File: src/rtl/can_reg_pkg.sv
// can_reg_pkg: FSM states, register map and default write-protection window
package can_reg_pkg;
  typedef enum logic [1:0] {IDLE, ACCESS, ACK, RELEASE} state_e;
  localparam int ADR_MODE   = 0;
  localparam int ADR_CMD    = 1;
  localparam int ADR_STATUS = 2;
  localparam int ADR_IRQ    = 3;
  localparam int ADR_ACR0   = 4;
  localparam int ADR_ACR1   = 5;
  localparam int ADR_ACR2   = 6;
  localparam int ADR_ACR3   = 7;
  localparam int ADR_AMR0   = 8;
  localparam int ADR_AMR1   = 9;
  localparam int ADR_AMR2   = 10;
  localparam int ADR_AMR3   = 11;
  localparam int DEF_PROT_LO = ADR_ACR0;
  localparam int DEF_PROT_HI = ADR_AMR3;
endpackage

File: src/rtl/can_reg_access_if.sv
// can_reg_access_if: Wishbone-classic slave bus bundle for the register front end
interface can_reg_access_if;
  logic       wb_cyc_i;
  logic       wb_stb_i;
  logic       wb_we_i;
  logic [7:0] wb_adr_i;
  logic [7:0] wb_dat_i;
  logic [7:0] wb_dat_o;
  logic       wb_ack_o;
  modport master (output wb_cyc_i, wb_stb_i, wb_we_i, wb_adr_i, wb_dat_i, input wb_dat_o, wb_ack_o);
  modport slave  (input wb_cyc_i, wb_stb_i, wb_we_i, wb_adr_i, wb_dat_i, output wb_dat_o, wb_ack_o);
endinterface

File: src/rtl/can_reg_addr_dec.sv
// can_reg_addr_dec: one-hot register select with range flag, shared by write and read paths
module can_reg_addr_dec #(
  parameter int NUM_REGS = 32
) (
  input  logic [7:0]          adr,
  input  logic                en,
  output logic [NUM_REGS-1:0] sel,
  output logic                in_range
);
  assign in_range = 32'(adr) < NUM_REGS;
  for (genvar i = 0; i < NUM_REGS; i++) begin : g_sel
    assign sel[i] = en && in_range && adr == 8'(i);
  end
endmodule

File: src/rtl/can_reg_access.sv
// can_reg_access: Wishbone slave to one-hot register-bank strobes with reset-mode write protection
module can_reg_access
  import can_reg_pkg::*;
#(
  parameter int NUM_REGS = 32,
  parameter int PROT_LO  = DEF_PROT_LO,
  parameter int PROT_HI  = DEF_PROT_HI
) (
  input  logic                  clk,
  input  logic                  rst_n,
  can_reg_access_if.slave       wb,
  input  logic                  reset_mode,
  input  logic [8*NUM_REGS-1:0] reg_rdata,
  output logic [NUM_REGS-1:0]   reg_we,
  output logic [7:0]            reg_wdata,
  output logic [NUM_REGS-1:0]   reg_re,
  output logic                  prot_err
);
  state_e state_q, state_d;
  logic [7:0] adr_q, adr_d, dat_o_q, dat_o_d, reg_wdata_q, reg_wdata_d, dec_adr, rd;
  logic we_q, we_d, ack_q, ack_d, prot_err_q, prot_err_d, req, prot, dec_en, in_range;
  logic [NUM_REGS-1:0] reg_we_q, reg_we_d, reg_re_q, reg_re_d, sel;
  assign req     = wb.wb_cyc_i && wb.wb_stb_i;
  assign prot    = wb.wb_we_i && !reset_mode && 32'(wb.wb_adr_i) >= PROT_LO && 32'(wb.wb_adr_i) <= PROT_HI;
  assign dec_adr = state_q == IDLE ? wb.wb_adr_i : adr_q;
  assign dec_en  = state_q == IDLE ? req && wb.wb_we_i && !prot : state_q == ACCESS && !we_q;
  can_reg_addr_dec #(.NUM_REGS(NUM_REGS)) u_dec (
    .adr      (dec_adr),
    .en       (dec_en),
    .sel      (sel),
    .in_range (in_range)
  );
  always_comb begin
    rd = 8'h00;
    for (int k = 0; k < NUM_REGS; k++) rd |= sel[k] ? reg_rdata[8*k +: 8] : 8'h00;
  end
  always_comb begin
    state_d     = state_q;
    adr_d       = adr_q;
    we_d        = we_q;
    dat_o_d     = dat_o_q;
    reg_wdata_d = reg_wdata_q;
    ack_d       = 1'b0;
    reg_we_d    = '0;
    reg_re_d    = '0;
    prot_err_d  = 1'b0;
    case (state_q)
      IDLE: if (req) begin
        state_d     = ACCESS;
        adr_d       = wb.wb_adr_i;
        we_d        = wb.wb_we_i;
        reg_we_d    = sel;
        prot_err_d  = prot;
        reg_wdata_d = wb.wb_we_i && in_range && !prot ? wb.wb_dat_i : reg_wdata_q;
      end
      ACCESS: begin
        state_d  = wb.wb_cyc_i ? ACK : RELEASE;
        ack_d    = wb.wb_cyc_i;
        reg_re_d = sel;
        dat_o_d  = we_q ? dat_o_q : rd;
      end
      ACK:     state_d = RELEASE;
      default: state_d = req ? RELEASE : IDLE;
    endcase
  end
  always_ff @(posedge clk or negedge rst_n) begin
    if (!rst_n) begin
      state_q     <= IDLE;
      adr_q       <= 8'h00;
      we_q        <= 1'b0;
      dat_o_q     <= 8'h00;
      reg_wdata_q <= 8'h00;
      ack_q       <= 1'b0;
      reg_we_q    <= '0;
      reg_re_q    <= '0;
      prot_err_q  <= 1'b0;
    end else begin
      state_q     <= state_d;
      adr_q       <= adr_d;
      we_q        <= we_d;
      dat_o_q     <= dat_o_d;
      reg_wdata_q <= reg_wdata_d;
      ack_q       <= ack_d;
      reg_we_q    <= reg_we_d;
      reg_re_q    <= reg_re_d;
      prot_err_q  <= prot_err_d;
    end
  end
  assign wb.wb_ack_o = ack_q;
  assign wb.wb_dat_o = dat_o_q;
  assign reg_we      = reg_we_q;
  assign reg_wdata   = reg_wdata_q;
  assign reg_re      = reg_re_q;
  assign prot_err    = prot_err_q;
endmodule

File: src/flat_wrapper.sv
// flat-port wrapper written by rule: the top's interface ports become plain ports
module can_reg_access_flat import can_reg_pkg::*;
#(
  parameter int NUM_REGS = 32,
  parameter int PROT_LO  = DEF_PROT_LO,
  parameter int PROT_HI  = DEF_PROT_HI
)
  (clk, rst_n, reset_mode, reg_rdata, reg_we, reg_wdata, reg_re, prot_err, wb_wb_cyc_i, wb_wb_stb_i, wb_wb_we_i, wb_wb_adr_i, wb_wb_dat_i, wb_wb_dat_o, wb_wb_ack_o);
  can_reg_access_if wb_i ();
  input  logic clk;
  input  logic rst_n;
  input  logic reset_mode;
  input  logic [8*NUM_REGS-1:0] reg_rdata;
  output logic [NUM_REGS-1:0] reg_we;
  output logic [7:0] reg_wdata;
  output logic [NUM_REGS-1:0] reg_re;
  output logic prot_err;
  input wire logic [$bits(wb_i.wb_cyc_i)-1:0] wb_wb_cyc_i;
  input wire logic [$bits(wb_i.wb_stb_i)-1:0] wb_wb_stb_i;
  input wire logic [$bits(wb_i.wb_we_i)-1:0] wb_wb_we_i;
  input wire logic [$bits(wb_i.wb_adr_i)-1:0] wb_wb_adr_i;
  input wire logic [$bits(wb_i.wb_dat_i)-1:0] wb_wb_dat_i;
  output wire logic [$bits(wb_i.wb_dat_o)-1:0] wb_wb_dat_o;
  output wire logic [$bits(wb_i.wb_ack_o)-1:0] wb_wb_ack_o;
  assign wb_i.wb_cyc_i = wb_wb_cyc_i;
  assign wb_i.wb_stb_i = wb_wb_stb_i;
  assign wb_i.wb_we_i = wb_wb_we_i;
  assign wb_i.wb_adr_i = wb_wb_adr_i;
  assign wb_i.wb_dat_i = wb_wb_dat_i;
  assign wb_wb_dat_o = wb_i.wb_dat_o;
  assign wb_wb_ack_o = wb_i.wb_ack_o;
  can_reg_access #(.NUM_REGS(NUM_REGS), .PROT_LO(PROT_LO), .PROT_HI(PROT_HI)) u_core (.clk(clk), .rst_n(rst_n), .wb(wb_i), .reset_mode(reset_mode), .reg_rdata(reg_rdata), .reg_we(reg_we), .reg_wdata(reg_wdata), .reg_re(reg_re), .prot_err(prot_err));
endmodule
File: config.mk
export PLATFORM = sky130hd
export DESIGN_NAME = can_reg_access_flat
export DESIGN_NICKNAME = d
export VERILOG_FILES = /design/src/rtl/can_reg_pkg.sv /design/src/rtl/can_reg_access_if.sv /design/src/rtl/can_reg_addr_dec.sv /design/src/rtl/can_reg_access.sv /design/src/flat_wrapper.sv
export SDC_FILE = /design/constraint.sdc
export NUM_CORES = 1
export LEC_CHECK = 0
export CAP_MARGIN = 20
export CORE_AREA = 2 2 141 143
export CTS_BUF_LIST = sky130_fd_sc_hd__clkbuf_16
export DETAILED_ROUTE_END_ITERATION = 8
export DIE_AREA = 0 0 143 145
export PLACE_DENSITY = 0.73
export SKIP_CTS_REPAIR_TIMING = 1
export SLEW_MARGIN = 20
export SYNTH_ARGS = -nofsm -noshare
export SYNTH_HDL_FRONTEND = slang
export SYNTH_HIERARCHICAL = 1
export SYNTH_SLANG_ARGS = --single-unit
File: constraint.sdc
create_clock -name clk -period 9.55 [get_ports clk]
set_clock_uncertainty 0.1 [all_clocks]
set_input_delay 1.91 -clock clk [delete_from_list [all_inputs] [get_ports clk]]
set_output_delay 1.91 -clock clk [all_outputs]
set_load 0.01 [all_outputs]
### Yosys cells after proc, flatten, opt, wreduce, memory -nomap -nowiden

Index checks and enable logic that the tools add are counted.

* bits in registers: 93
* input port bits: 278
* output and inout bits: 82
* logic and storage cells: 172

* order comparisons: 3
* equality and inequality tests: 34
* mux-type cells: 44
* bitwise logic cells: 32
* reductions and logical operators: 50

Operator list (count)
* $mux 8: 33
* $or 8x8->8: 31
* $eq 8x5->1 const B: 16
* $mux 32: 3
* $eq 8x4->1 const B: 8
* $logic_and 1x1->1: 42
* $eq 8x3->1 const B: 4
* $eq 8x2->1 const B: 2
* $eq 8x1->1 const B: 1
* $ge 8x3->1 const B: 1
* $le 8x4->1 const B: 1
* $logic_not 8->1: 1
* $lt 8x6->1 const B: 1
* $pmux 2 s3: 1
* $mux 1: 5
* $mux 2: 2
* $reduce_and 2->1: 2
* $logic_not 1->1: 3
* $reduce_and 3->1: 1
* $eq 2x1->1 const B: 1
* $eq 2x2->1 const B: 1
* $logic_not 2->1: 1
* $ne 2x1->1 const B: 1
* $not 1->1: 1

### Longest topological paths before layout

Gate-level depths: netlist (run 1).

* word-level depth: 41
* depth in mapped cells: 16
* depth with buffers taken out: 11

### Modules after synthesis

The synthesis (run 1) kept the hierarchy.

Modules (own cells, without submodules)
* can_reg_access: times used 1, cells each 454, area an instance 4722.0 um^2, sequential area each 2327.2 um^2
* can_reg_addr_dec: times used 1, cells each 53, area an instance 352.8 um^2, sequential area each 0.0 um^2

### Worst setup path before layout (run 1)

OpenSTA, ideal clock, no wires.

* path type: input to register
* start point: input wb_wb_cyc_i
* end point: register u_core.dat_o_q[5] (netlist: u_core/wb.wb_dat_o[5])
* setup time: 82 ps
* arrival time: 4098 ps
* data required time: 9368 ps
* setup slack: 5271 ps
* stages on the path: 14
* buffers on the path: 5
* cell sequence: and3_2 buf_2 clkbuf_1 nand3_1 o21ai_0 or4b_1 buf_2 buf_6 nor3_1 clkbuf_1 a22oi_1 nand4_1 nor3_1 a31oi_1

* elaborated cells between the ends (all ways): 100
* classes of those cells: 33 x mux; 31 x bitwise; 36 x reduce/logical

RTL lines
* from (decl): RTL line flat_wrapper.sv:18 `input wire logic [$bits(wb_i.wb_cyc_i)-1:0] wb_wb_cyc_i;`
* $logic_and 1x1->1: RTL line can_reg_access.sv:23 `assign req = wb.wb_cyc_i && wb.wb_stb_i;`
* $logic_and 1x1->1 (2 in a row): RTL line can_reg_access.sv:26 `assign dec_en = state_q == IDLE ? req && wb.wb_we_i && !prot : state_q == ACCESS && !we_q;`
* $mux 1: RTL line can_reg_access.sv:26
* via u_core.dec_en: RTL line can_reg_access.sv:21 `logic we_q, we_d, ack_q, ack_d, prot_err_q, prot_err_d, req, prot, dec_en, in_range;`
* $logic_and 1x1->1 (2 in a row): RTL line can_reg_addr_dec.sv:12 `assign sel[i] = en && in_range && adr == 8'(i);`
* via u_core.sel[9]: RTL line can_reg_access.sv:22 `logic [NUM_REGS-1:0] reg_we_q, reg_we_d, reg_re_q, reg_re_d, sel;`
* $mux 8: RTL line can_reg_access.sv:35 `for (int k = 0; k < NUM_REGS; k++) rd |= sel[k] ? reg_rdata[8*k +: 8] : 8'h00;`
* $or 8x8->8 (23 in a row): RTL line can_reg_access.sv:35
* to (signal assigned): RTL line can_reg_access.sv:81 `dat_o_q <= dat_o_d;`
* to (decl): RTL line can_reg_access.sv:20 `logic [7:0] adr_q, adr_d, dat_o_q, dat_o_d, reg_wdata_q, reg_wdata_d, dec_adr, rd;`

The timed path passes the listed nets, and every way through them passes these cells.
A chain may end at the register's enable or synchronous reset.

### Worst setup path after layout (run 1)

* start point: input wb_wb_cyc_i
* end point: register u_core.dat_o_q[4] (netlist: u_core/wb.wb_dat_o[4])

* elaborated cells between the ends (all ways): 100
* classes of those cells: 33 x mux; 31 x bitwise; 36 x reduce/logical

RTL lines (RTL line)
* $logic_and 1x1->1: can_reg_access.sv:23
* $logic_and 1x1->1 (2 in a row): can_reg_access.sv:26
* $mux 1: can_reg_access.sv:26
* via u_core.dec_en: can_reg_access.sv:21
* $logic_and 1x1->1 (2 in a row): can_reg_addr_dec.sv:12
* via u_core.sel[18]: can_reg_access.sv:22
* $mux 8: can_reg_access.sv:35
* $or 8x8->8 (14 in a row): can_reg_access.sv:35

The timed path passes the listed nets, and every way through them passes these cells.

==> flow_metrics.tcl, run 1 <==
set metrics [dict create \
    status "finished clean" \
    clk_pin_slew_ns 0.07 \
    crit_end "u_core/wb.wb_dat_o[4]" \
    dieArea_um2 20740 \
    stdcell_count 1114 \
    hold_violations 0 \
    drive_above_1_share_pct 11.54 \
    worstPathCellList "clkdlybuf4s50_1 -> and3_2 -> nand3_1 -> o21ai_0 -> or4b_1 -> buf_4 -> nor3_2 -> a22oi_1 -> nand4_1 -> nor3_1 -> a31oi_1" \
    total_power_mw 1.442 \
    grt_overflow 0 \
    die_w_um 143 \
    drt_wl_total_um 30550 \
    final.setup.tns_ns 0 \
    cp_top_family "simple AND/OR/NAND/NOR gates" \
    crit_path_start "wb_wb_cyc_i" \
    routedWlPerCell_um 27.42 \
    ant_nets 0 \
    drt_iter0_drc 438 \
    synthDistinctLibCells 33 \
    cts_tree "done" \
    antenna_found_initial 0 \
    grt_max_degree 76 \
    antenna_cells 0 \
    initial_utilization_pct 26.42 \
    r2r-end "u_core/wb.wb_dat_o[4]" \
    rows 51 \
    tightest_slew_ns 1.199 \
    cts.path.max_buffers 2 \
    cts_root_buf "clkbuf_16" \
    rsz0062_at_grt "no" \
    ioPinCount 360 \
    slowest_delay_ns 1.00 \
    cts_made_buffers 9 \
    period_minus_slack_ns 5.653 \
    slowest_stage "nor3_2" \
    critPathArrivalTime_ns 5.82 \
    post-route-drc-count 0 \
    core-area_um2 19210 \
    clk_latency_ns 0.35 \
    grt_usage_pct 28.54 \
    syn-num-nets 789 \
    fin_hold_ws_ns 0.4061 \
    r2r_start "u_core/state_q[0]" \
    yosysSeqAreaShare_pct 45.86 \
    dp_hpwl_um 23090 \
    relSlewSlack_pct 19.63 \
    hp-start "u_core/adr_q[2]" \
    area_growth_pct 83.95 \
    hold_class "reg2reg" \
    cap_viol_max_count 0 \
    leakage_nw 3.657 \
    cts_max_level 3 \
    vias 5907 \
    io_buffers 359 \
    synth_area_um2 5075 \
    grt_pass1_wl_um 41990 \
    gp_congestion 0.9528 \
    setup_violations 0 \
    timing.final.crit_share_pct 59.19 \
    cp-start-kind "input pin" \
    r2r_setup_slack_ns 4.87 \
    vias_per_cell 5.303 \
    cp-end-kind "flip-flop" \
    grt_pass1_vias 6133 \
    final_nets 1127 \
    clock_sinks 93 \
    die_h_um 145 \
    yosysWarnings 6 \
    cp.required_ns 9.71 \
    crit_path_max_fanout 42 \
    place_inst 1098 \
    clock.fmax_mhz 176.9 \
    drv_slew 0 \
    p_per_area_nw_per_um2 154.5 \
    syn_inst 507 \
    crit_type "in2reg" \
    finalInstanceArea_um2 9335 \
    syn-mean-instance-area_um2 10.01 \
    firstDrtPassIters 5 \
    crit_cells 11 \
    place_area_um2 9039 \
    path_buf_inv 2 \
    vdd_drop_max_v 0.00007826 \
    reg2regPathDepth 12 \
    synth_seq_cells 93 \
]
[final cells by class]
class,instances,area [um2]
clock buffers,9,225.2
clock inverters,6,41.29
fillers,1790,9872
inverters,3,11.26
multi-input cells,360,2658
flip-flops and latches,93,2327
well taps,265,331.6
repair buffers,378,3741
[synthesized netlist by cell type]
cell	instances	area, um2
a22oi_1	112	840.8
dfrtp_1	93	2327
and2_1	65	406.6
clkbuf_1	41	153.9
nor3_1	32	160.2
nand3_1	22	110.1
nand2_1	20	75.07
nor2_1	18	67.56
mux2_2	17	191.4
nand4_1	16	100.1
nor3_2	9	90.09
a222oi_1	8	80.08
a31oi_1	8	50.05
mux2_4	8	120.1
buf_2	5	25.02
buf_6	4	45.04
ha_1	4	50.05
inv_1	3	11.26
nand3b_1	3	22.52
or3b_2	3	26.28
nand2b_1	2	12.51
nor2b_1	2	12.51
o21ai_0	2	10.01
a32oi_1	1	8.760
and3_2	1	7.510
and4_4	1	11.26
buf_1	1	3.750
nor4b_2	1	15.01
o41ai_1	1	8.760
or2_2	1	6.260
or3_1	1	6.260
or4b_1	1	10.01
xor2_1	1	8.760
[per-stage QoR]
step,worst slack [ns],util [%]
2_1_floorplan,5.271,-
3_3_place_gp,3.544,46.94
3_5_place_dp,3.502,47.06
4_1_cts,3.870,48.45
5_1_grt,3.532,48.60
6_report,3.897,48.60
[layout by cell type, fill, tap and decap left out, types with 2 or more instances in the layout]
cell               n
ha_1               4
buf_6              2
or3b_2             3
clkdlybuf4s50_1  358
nor3_1             9
o21ai_0            2
clkbuf_16          9
inv_1              3
nor3_4             5
clkinv_4           3
buf_4             18
clkinv_1           2
nand2b_1           2
nor2_1            18
nand4_1           16
and2_1            65
mux2_4             8
nand3_1           22
nand3b_1           3
dfrtp_1           93
nand2_1           20
a22oi_1          112
nor3_2            27
a222oi_1           8
mux2_2            17
a31oi_1            8
[how the worst min path moves through the flow]
stage	end	slack, ns	depth (start not counted)
2_1_floorplan	u_core/adr_q[7]	0.38	1
6_report	u_core/adr_q[2]	0.41	1
3_3_place_gp	u_core/adr_q[5]	0.39	1
5_1_grt	u_core/adr_q[4]	0.42	1
3_5_place_dp	u_core/adr_q[4]	0.39	1
4_1_cts	u_core/adr_q[4]	0.41	1
[cell families (layout without fill, tap and decap cells)]
family,Yosys count,after routing,share of synthesized area (%)
simple gates,198,198,22.46
mux,25,25,6.139
xor+xnor,1,1,0.1726
fa+ha+maj,4,4,0.9862
flops,93,93,45.86
buf+inv,54,396,4.709
compound gates,132,132,19.67
[layer usage]
metal,up-vias,share of wire (%),GRT usage (%)
met1,2890,40,35.63
li1,2578,-,-
met3,67,8.3,5.776
met2,372,48,47.82
met5,-,0,0
met4,0,3.5,11.53
[registers in the layout, summed over array words and instances, names as in the netlist]
| name | cells |
|---|---|
| u_core/adr_q | 8 |
| u_core/reg_we | 32 |
| u_core/we_q | 1 |
| u_core/reg_wdata | 8 |
| u_core/state_q | 2 |
| u_core/prot_err | 1 |
| u_core/reg_re | 32 |
| u_core/wb.wb_ack_o | 1 |
| u_core/wb.wb_dat_o | 8 |
[power by group]
group          internal, mW  leakage, nW  switching (mW)
sequential            0.455         1.25          0.0373
clock                 0.175        0.127           0.157
combinational         0.298         2.28           0.319
total                 0.928         3.66           0.514
Power figures use the tool's default switching activity.
==> run 2, diff against run 1 <==
- PLACE_DENSITY: 0.73 -> 0.75
- clock period: 9.55 -> 5 ns (I/O delays scaled with it)
==> run 2 against run 1 <==
Effect of this change: flip-flop and latch count stayed put; sequential power is 90% higher; register-to-register slack worse by 4.0 ns; critical endpoint is now u_core/wb.wb_dat_o[5]; utilization is 0.63 points higher; global-route usage is 0.31 points higher; count of clock-buffer cells in the layout stayed put; critical path depth is 2 higher; largest cell class unchanged; die area stayed put.
==> flow_metrics.tcl, run 2 (synthesis results as in run 1) <==
set metrics [dict create \
    io_buffers 359 \
    gp_congestion 0.9358 \
    p_comb_share_pct 42.4 \
    rsz0062_at_grt "no" \
    reg2regPathDepth 11 \
    fillers 1796 \
    core-area_um2 19210 \
    worstPathCellList "clkdlybuf4s50_1 -> nor4b_2 -> nand3_1 -> nand3_1 -> o21ai_0 -> or4b_1 -> buf_4 -> nor3_2 -> buf_4 -> a22oi_1 -> nand4_1 -> nor3_1 -> a31oi_1" \
    slowest_delay_ns 0.82 \
    firstDrtPassIters 5 \
    cts_made_buffers 9 \
    clk_latency_ns 0.35 \
    drive_above_1_share_pct 13.81 \
    antenna_found_initial 0 \
    critPathArrivalTime_ns 4.28 \
    area_growth_pct 86.34 \
    dieArea_um2 20740 \
    timing.final.crit_share_pct 81.91 \
    clk_pin_slew_ns 0.07 \
    clkPwrFrac_pct 24.2 \
    dp_hpwl_um 23500 \
    vias_per_cell 5.280 \
    final_common_cell "clkdlybuf4s50_1" \
    drt_wl_total_um 30360 \
    setup_violations 0 \
    crit_cells 13 \
    cts_max_level 3 \
    status "finished clean" \
    r2r_start "u_core/state_q[0]" \
    hold_depth 1 \
    vdd_drop_max_v 0.0001648 \
    final_cell_mix "358 x clkdlybuf4s50_1, 112 x a22oi_1, 93 x dfrtp_1" \
    r2r-end "u_core/wb.wb_dat_o[5]" \
    clock.fmax_mhz 244.2 \
    final_nets 1146 \
    period_minus_slack_ns 4.095 \
    finalInstanceArea_um2 9457 \
    r2r_setup_slack_ns 0.92 \
    grt_pass1_vias 6193 \
    stdcell_count 1134 \
    multi_input_comb_area_um2 2626 \
    cp-end-kind "flip-flop" \
    clock_sinks 93 \
    drt_iter0_drc 604 \
    relSlewSlack_pct 36.33 \
    cp-start-kind "input pin" \
    routedWlPerCell_um 26.77 \
    vias 5987 \
    slowest_stage "nor3_2" \
    rows 51 \
    place_area_um2 9173 \
    pwr-share-seq_pct 33.4 \
    hold_violations 0 \
    die_w_um 143 \
    crit_type "in2reg" \
    grt_overflow 0 \
    leakage_nw 3.717 \
    ff_latch_area_um2 2327 \
    cp.required_ns 5.18 \
    min_to "u_core/adr_q[0]" \
    final.setup.tns_ns 0 \
    initial_utilization_pct 26.42 \
    drv_slew 0 \
    path_buf_inv 3 \
    cts_root_buf "clkbuf_16" \
    hold_class "reg2reg" \
    ant_nets 0 \
    place_inst 1118 \
    ioPinCount 360 \
    antenna_cells 0 \
    swShare_pct 36.39 \
    grt_usage_pct 28.85 \
    post-route-drc-count 0 \
    die_h_um 145 \
    p_int_mw 1.787 \
    p_per_area_nw_per_um2 297.0 \
    crit_path_max_fanout 32 \
    cap_viol_max_count 0 \
    p_sw_mw 1.022 \
    tightest_slew_ns 0.9498 \
    cts.path.max_buffers 2 \
    cp_top_family "simple AND/OR/NAND/NOR gates" \
    grt_pass1_wl_um 42520 \
    cts_tree "done" \
    grt_max_degree 54 \
    hp-start "u_core/adr_q[0]" \
    total_power_mw 2.809 \
]
==> run 2: changes by cell type in the layout (fill, tap and decap cells not counted), sizes merged <==
| cell | previous run | this run |
|---|---|---|
| inv | 3 | 6 |
| clkinv | 5 | 3 |
| buf | 20 | 39 |
==> run 2: worst max-delay path by stage <==
stage / start / endpoint / slack [ns]
after global routing: wb_wb_adr_i[3] / u_core/wb.wb_dat_o[4] / 0.69
final: wb_wb_we_i / u_core/wb.wb_dat_o[5] / 0.90
after floorplan: wb_wb_cyc_i / u_core/wb.wb_dat_o[5] / 1.63
after CTS: wb_wb_adr_i[3] / u_core/wb.wb_dat_o[7] / 0.94
after detailed placement: wb_wb_adr_i[3] / u_core/wb.wb_dat_o[7] / 0.58
after global placement: wb_wb_adr_i[3] / u_core/wb.wb_dat_o[4] / 0.58
==> run 2: metrics by stage <==
step | setup slack, ns | hold WS (ns) | util, %
2_1_floorplan | 1.631 | 0.3753 | -
3_3_place_gp | 0.5754 | 0.3847 | 47.76
3_5_place_dp | 0.5806 | 0.3920 | 47.76
4_1_cts | 0.9406 | 0.4096 | 49.23
5_1_grt | 0.6887 | 0.4297 | 49.23
6_report | 0.9046 | 0.4081 | 49.23
==> run 2: cell type report <==
cell class                 count  area share, %
timing repair buffer         397          40.99
multi-input combinational    360          27.77
sequential                    93          24.61
tap                          265          3.506
clock buffer                   9          2.382
clock inverter                 7         0.6219
inverter                       3         0.1191
==> run 2: power groups by stage <==
stage	logic, mW	clock network (mW)	registers [mW]
global route	1.27	0.726	0.953
finish	1.19	0.680	0.937
detailed placement	1.18	0	0.947
CTS	1.19	0.695	0.936
global placement	1.17	0	0.946
floorplan	0.525	0	0.970
==> run 2: per-layer routing <==
metal / up-vias / track usage (%) / wire, um
li1: 2610 / - / -
met1: 2978 / 37.67 / 12840
met2: 351 / 47.11 / 14280
met3: 48 / 6.601 / 2453
met4: 0 / 9.208 / 786
met5: - / 0 / 0
==> run 3, diff against run 2 <==
- CORE_AREA: 2 2 141 143 -> 2 2 139 141
- DIE_AREA: 0 0 143 145 -> 0 0 141 143
- PLACE_DENSITY: 0.75 -> 0.74
- clock period: 5 -> 3.8 ns (I/O delays scaled with it)
==> run 3 against run 2 <==
Effect of this change: design area grew 2.5%; critical endpoint is now u_core/wb.wb_dat_o[4]; via count grew 2.8%; combinational power grew 33%; first-iteration DRC count shrank 2.6%; die area shrank 2.8%; largest cell class unchanged; critical path type unchanged; count of clock-buffer cells in the layout is the same.
==> flow_metrics.tcl, run 3 (synthesis results as in run 1) <==
set metrics [dict create \
    dp_hpwl_um 23480 \
    cp-start-kind "input pin" \
    dieArea_um2 20160 \
    clk_pin_slew_ns 0.07 \
    ant_nets 0 \
    status "finished clean" \
    grt_max_degree 80 \
    cts_root_buf "clkbuf_16" \
    cap_viol_max_count 0 \
    cts_max_level 3 \
    antenna_found_initial 1 \
    vdd_drop_max_v 0.0001985 \
    place_inst 1116 \
    drt_iter0_drc 588 \
    die_h_um 143 \
    tightest_slew_ns 0.7599 \
    fillers 1668 \
    final_cell_mix "358 x clkdlybuf4s50_1, 112 x a22oi_1, 93 x dfrtp_1" \
    critPathArrivalTime_ns 3.76 \
    vias_per_cell 5.432 \
    final_nets 1175 \
    clock.fmax_mhz 273.6 \
    cts.path.max_buffers 2 \
    hold_class "in2async" \
    setup_violations 0 \
    p_per_area_nw_per_um2 386.7 \
    fin_ws_ns 0.1450 \
    leakage_nw 3.888 \
    relSlewSlack_pct 49.34 \
    final.setup.tns_ns 0 \
    routedWlPerCell_um 26.66 \
    rows 50 \
    drv_slew 0 \
    cp-end-kind "flip-flop" \
    post-route-drc-count 0 \
    total_power_mw 3.748 \
    vias 6154 \
    hold_violations 0 \
    ff_latch_area_um2 2327 \
    multi_input_comb_area_um2 2626 \
    timing.final.crit_share_pct 96.18 \
    area_growth_pct 90.98 \
    die_w_um 141 \
    rsz0062_at_grt "no" \
    finalInstanceArea_um2 9692 \
    crit_path_max_fanout 32 \
    ioPinCount 360 \
    place_area_um2 9389 \
    crit_type "in2reg" \
    grt_usage_pct 28.90 \
    cts_made_buffers 9 \
    period_minus_slack_ns 3.655 \
    cts_tree "done" \
    grt_overflow 0 \
    drive_above_1_share_pct 16.37 \
    cp.required_ns 3.90 \
    firstDrtPassIters 6 \
    drt_wl_total_um 30210 \
    clock_sinks 93 \
    core-area_um2 18580 \
    initial_utilization_pct 27.31 \
    final_common_cell "clkdlybuf4s50_1" \
    grt_pass1_vias 6154 \
    grt_pass1_wl_um 41800 \
    clk_latency_ns 0.36 \
    stdcell_count 1133 \
    gp_congestion 0.9270 \
    dp_slack_ns -0.1724 \
    io_buffers 359 \
]
## run 3: cell type report
class | count | area share (%)
Tap cell | 234 | 3.021
Multi-Input combinational cell | 360 | 27.10
Clock buffer | 9 | 2.324
Sequential cell | 93 | 24.01
Inverter | 3 | 0.1162
Timing Repair Buffer | 426 | 42.67
Clock inverter | 7 | 0.7359
Antenna cell | 1 | 0.02582
## run 3: stage by stage
step | hold WS (ns) | utilization (%)
6_report | 0.3450 | 52.16
5_1_grt | 0.4096 | 52.15
4_1_cts | 0.4134 | 52.13
3_5_place_dp | 0.3931 | 50.53
3_3_place_gp | 0.3847 | 50.53
2_1_floorplan | 0.3644 | -
## run 3: layer usage
layer	global-route usage [%]	vias to the layer above	share of wire, %
met5	0	-	0
li1	-	2676	-
met3	5.969	61	9.1
met1	38.78	2989	40
met2	46.80	428	48
met4	9.474	0	2.7
## run 3: worst paths after layout
path	start	endpoint	slack, ns	cells after the start
setup / recovery	wb_wb_we_i	u_core/wb.wb_dat_o[4]	0.14	13
hold / removal	rst_n	u_core/adr_q[5]	0.34	1
setup reg to reg	u_core/state_q[0]	u_core/wb.wb_dat_o[4]	0.33	11
hold reg to reg	u_core/adr_q[5]	u_core/adr_q[5]	0.41	1
max in group asynchronous	rst_n	u_core/reg_re[15]	2.54	2
min in group clk	u_core/adr_q[5]	u_core/adr_q[5]	0.41	1
## run 3: power breakdown
group          internal (mW)  switching, mW
clock network          0.514          0.427
logic                  0.769          0.809
registers               1.14         0.0856
total                   2.43           1.32
## run 3: critical path, stage by stage
cell and delay (ns):
clkdlybuf4s50_1 0.55, nor4b_2 0.24, nand3_1 0.15, nand3_1 0.11, o21ai_0 0.08, or4b_1 0.24, buf_12 0.24, nor3_2 0.10
buf_4 0.23, a22oi_1 0.19, nand4_1 0.13, nor3_1 0.54, a31oi_1 0.16
